==> src/rtl/axi_stream_2_ppfifo.sv <==
// AXI Stream ingress into the write side of a ping-pong FIFO.
// One ppfifo buffer is filled per activation and released on full or on an accepted tlast.
module axi_stream_2_ppfifo #(
    parameter int DATA_WIDTH    = 32,
    parameter bit FLUSH_ON_LAST = 1'b1
) (
    input  logic                  clk,
    input  logic                  rst,

    input  logic                  i_axi_valid,
    output logic                  o_axi_ready,
    input  logic [DATA_WIDTH-1:0] i_axi_data,
    input  logic [3:0]            i_axi_keep,
    input  logic                  i_axi_last,

    input  logic [1:0]            i_ppfifo_rdy,
    output logic [1:0]            o_ppfifo_act,
    input  logic [23:0]           i_ppfifo_size,
    output logic                  o_ppfifo_stb,
    output logic [DATA_WIDTH-1:0] o_ppfifo_data
);

    typedef enum logic [1:0] {
        IDLE    = 2'd0,
        WRITE   = 2'd1,
        RELEASE = 2'd2
    } state_t;

    state_t                state_reg, state_next;
    logic [1:0]            act_reg, act_next;
    logic                  stb_reg, stb_next;
    logic [DATA_WIDTH-1:0] data_reg, data_next;
    logic [23:0]           count_reg, count_next;
    logic [23:0]           max_reg, max_next;
    logic                  handshake;

    // Byte enables are deliberately ignored: every beat lands as a full word.
    logic unused_keep;
    assign unused_keep = ^i_axi_keep;

    // Ready depends on registers only, so there is no valid-to-ready path.
    assign o_axi_ready   = (state_reg == WRITE) && (count_reg < max_reg);
    assign handshake     = i_axi_valid && o_axi_ready;

    assign o_ppfifo_act  = act_reg;
    assign o_ppfifo_stb  = stb_reg;
    assign o_ppfifo_data = data_reg;

    always_ff @(posedge clk) begin
        if (rst) begin
            state_reg <= IDLE;
            act_reg   <= 2'b00;
            stb_reg   <= 1'b0;
            data_reg  <= '0;
            count_reg <= 24'd0;
            max_reg   <= 24'd0;
        end else begin
            state_reg <= state_next;
            act_reg   <= act_next;
            stb_reg   <= stb_next;
            data_reg  <= data_next;
            count_reg <= count_next;
            max_reg   <= max_next;
        end
    end

    always_comb begin
        state_next = state_reg;
        act_next   = act_reg;
        stb_next   = 1'b0;
        data_next  = data_reg;
        count_next = count_reg;
        max_next   = max_reg;

        case (state_reg)
            IDLE: begin
                // A zero-sized buffer can never take a word, so it is never activated.
                if ((i_ppfifo_rdy != 2'b00) && (i_ppfifo_size != 24'd0)) begin
                    act_next   = i_ppfifo_rdy[0] ? 2'b01 : 2'b10;
                    max_next   = i_ppfifo_size;
                    count_next = 24'd0;
                    state_next = WRITE;
                end
            end

            WRITE: begin
                if (handshake) begin
                    stb_next   = 1'b1;
                    data_next  = i_axi_data;
                    count_next = count_reg + 24'd1;
                    if ((count_next == max_reg) || (i_axi_last && FLUSH_ON_LAST))
                        state_next = RELEASE;
                end
            end

            RELEASE: begin
                // The final strobe is on the bus this cycle; act drops one cycle after it.
                act_next   = 2'b00;
                state_next = IDLE;
            end

            default: begin
                act_next   = 2'b00;
                state_next = IDLE;
            end
        endcase
    end

endmodule

==> config.mk <==
export PLATFORM = sky130hd
export DESIGN_NAME = axi_stream_2_ppfifo
export DESIGN_NICKNAME = d
export VERILOG_FILES = /design/src/rtl/axi_stream_2_ppfifo.sv
export SDC_FILE = /design/constraint.sdc
export NUM_CORES = 1
export LEC_CHECK = 0
export ABC_AREA = 0
export CORE_ASPECT_RATIO = 1.25
export CORE_MARGIN = 5
export CORE_UTILIZATION = 57
export CTS_BUF_LIST = sky130_fd_sc_hd__clkbuf_4 sky130_fd_sc_hd__clkbuf_8
export DETAILED_ROUTE_END_ITERATION = 8
export PLACE_DENSITY = 0.88
export SLEW_MARGIN = 20
export SYNTH_ARGS = -nofsm -noshare
export SYNTH_HDL_FRONTEND = slang
export SYNTH_SLANG_ARGS = --single-unit
==> constraint.sdc <==
create_clock -name clk -period 4.8 [get_ports clk]
set_input_delay 0.48 -clock clk [delete_from_list [all_inputs] [get_ports clk]]
set_output_delay 0.48 -clock clk [all_outputs]
set_load 0.05 [all_outputs]
==> impl_metrics.tcl <==
set metrics [dict create \
    chipWidth_um 92.31 \
    critPathLaunchType "flop" \
    routed_wl_um 12860 \
    ys_types 56 \
    viasPerCell 6.172 \
    grt_max_degree 64 \
    placed_cells 724 \
    path_common_cell "a21o_1" \
    largest_reg_flops 32 \
    fin_cells 740 \
    clk_pin_slew_worst_paths_ns 0.10 \
    leakage_nw 2.240 \
    syn_area_um2 4827 \
    p_per_area_nw_per_um2 376.9 \
    grt_util_met1 0.2733 \
    drc 0 \
    worstPathCellList "ha_1 -> a21o_1 -> a21o_1 -> a221oi_1 -> o21ai_0 -> nor2_1 -> clkdlybuf4s50_1" \
    fillers 629 \
    critPathArrivalTime_ns 3.42 \
    hold_buffers 0 \
    start_util 0.5858 \
    cts_tree "built" \
    synthArstFlopShare 0 \
    avgRoutedWirePerCell_um 17.38 \
    vias 4567 \
    final-hold-violation-count 0 \
    critPathCaptureType "output port" \
    clock_skew_ns 0.01617 \
    overflow 0 \
    rsz0062_at_grt "no" \
    yosysWarnings 0 \
    clock_sinks 85 \
    ioPinCount 102 \
    die_area_um2 10420 \
    synth_ff_type "dfxtp_1" \
    syn_nets 656 \
    clock_latency_ns 0.38 \
    path_max_fanout 13 \
    tightestPinTransition_ns 0.8835 \
    cp.required_ns 4.32 \
    layout-drive-gt1-share 0.05288 \
    finalSetupTns_ns 0 \
    critical_path_class "flop to output port" \
    report.final.slew_viol_count 0 \
    postCtsSetupRepairBufs 0 \
    antenna_found_initial 0 \
    fin_total_pwr_mw 2.249 \
    hp-class "flop to flop" \
    dpl.hpwl_um 9482 \
    grt.total_usage 0.2531 \
    grt_pass1_wl_um 21590 \
    fp-row-count 37 \
    min_period_ns 3.900 \
    fin_util 0.7241 \
    drt_first_pass_iters 5 \
    antenna_left 0 \
    fmax_mhz 256.4 \
    yosysSeqAreaShare 0.3525 \
    area_growth_pct 23.61 \
    fin_nets 729 \
    die_h_um 112.9 \
    grt_pass1_vias 4702 \
    cts.path.max_buffers 2 \
    max_stage_delay_ns 0.81 \
    htreeDepth 3 \
    status "finished clean" \
    avgSynthCellArea_um2 8.544 \
    clockRootBuffer "clkbuf_8" \
    numCtsBuffers 9 \
    gp_congestion 0.9295 \
    cp_slowest_cell "clkdlybuf4s50_1" \
    peakVddDrop_v 0.0002453 \
    antenna_cells 0 \
    timing.final.crit_share 0.8126 \
    grt_util_met2 0.4560 \
    drt_iter0_markers 271 \
    synth-seq-cells 85 \
    grtUsageMet3 0.07247 \
    place.port_buffers 97 \
    cts-resized-gates 0 \
    max-slew-margin-rel 0.4104 \
    synth_edf_count 0 \
    core_area_um2 8240 \
    gr-max-usage-layer "met2" \
    synth_cells 565 \
    finalSetupViolCount 0 \
    drv_cap 0 \
]
==> power by group <==
part | total, mW | switching [mW] | internal (mW)
logic | 0.912 | 0.552 | 0.360
clock network | 0.481 | 0.276 | 0.205
registers | 0.856 | 0.0670 | 0.789
==> kinds of logic (layout without fill, tap and decap cells) <==
family,Yosys count,in the layout,share of synthesized area
AND/OR/NAND/NOR,201,201,0.2118
AO/OA/AOI/OAI,99,99,0.1402
flip-flops,85,85,0.3525
buffers and inverters,68,146,0.05780
multiplexers,58,58,0.1203
XOR/XNOR,29,29,0.05262
adder cells (fa/ha/maj),25,25,0.06480
==> worst max-delay path: cells and delay by family (launching register included) <==
kind,cells,cell delay [ns]
DFF,1,0.60
AOI/OAI and AO/OA,4,1.15
buffers and inverters,1,0.81
adders and majority gates,1,0.33
and+or+nand+nor,1,0.14
==> final timing paths <==
path	slack, ns	cells past startpoint	startpoint	endpoint
max	0.90	7	count_reg[9]	o_axi_ready
min	0.50	2	o_ppfifo_data[15]	o_ppfifo_data[15]
max reg2reg	1.35	8	count_reg[9]	count_reg[23]
min reg2reg	0.50	2	o_ppfifo_data[15]	o_ppfifo_data[15]
==> synthesized netlist by cell type (4+ instances only) <==
master,instances,area share
o21ai_0,14,0.015
nand4_1,10,0.013
clkbuf_1,24,0.019
nor3_1,8,0.0083
ha_1,25,0.065
inv_1,28,0.022
mux2i_1,58,0.12
or3_1,12,0.016
and3_1,4,0.0052
a21oi_1,22,0.023
a21o_1,9,0.014
a311oi_1,13,0.024
nor4_1,13,0.017
nor2_1,75,0.058
nand3_1,27,0.028
dfxtp_1,85,0.35
xor2_1,5,0.0091
buf_2,13,0.013
xnor2_1,24,0.044
nand2_1,31,0.024
a31oi_1,10,0.013
==> per-stage QoR <==
stage | cell area [um2] | hold slack, ns | setup WS, ns
6_report | 5967 | 0.5041 | 0.8997
5_1_grt | 5967 | 0.5506 | 0.7717
4_1_cts | 5964 | 0.5065 | 0.9613
3_5_place_dp | 5781 | 0.4846 | 1.251
3_3_place_gp | 5781 | 0.4714 | 1.404
2_1_floorplan | 4827 | 0.4604 | 2.147
==> cell usage in the layout (no fill, tap or decap), types with 3 or more instances in the layout <==
master           instances
a311oi_1                13
nand4_1                 10
o211ai_1                 3
nor4_1                  13
clkbuf_8                10
a21o_1                   9
xnor2_1                 24
nor2b_1                  3
xor2_1                   5
nand2_1                 31
and4_1                   3
nand3_1                 27
o21ai_0                 14
dfxtp_1                 85
nor3_1                   8
or3_1                   12
ha_1                    25
mux2i_1                 58
nand2b_1                 3
o21a_1                   3
nor2_1                  74
and3_1                   4
a21oi_1                 22
clkdlybuf4s50_1         96
buf_4                    6
a31oi_1                 10
inv_1                   28
==> final cells by class <==
type	count	area [um2]	area share
sequential	85	1702	0.2852
clock inverter	6	46.29	0.007758
clock buffer	10	137.6	0.02307
timing repair buffer	102	1006	0.1686
tap	97	121.4	0.02034
multi-input combinational	412	2849	0.4775
inverter	28	105.1	0.01761
==> metal layers <==
metal  part of all wire  vias to the layer above
met5                  0                        -
met1               0.38                     2179
met2               0.53                      176
li1                   -                     2182
met4              0.028                        0
met3              0.066                       30
Power figures use the tool's default switching activity.
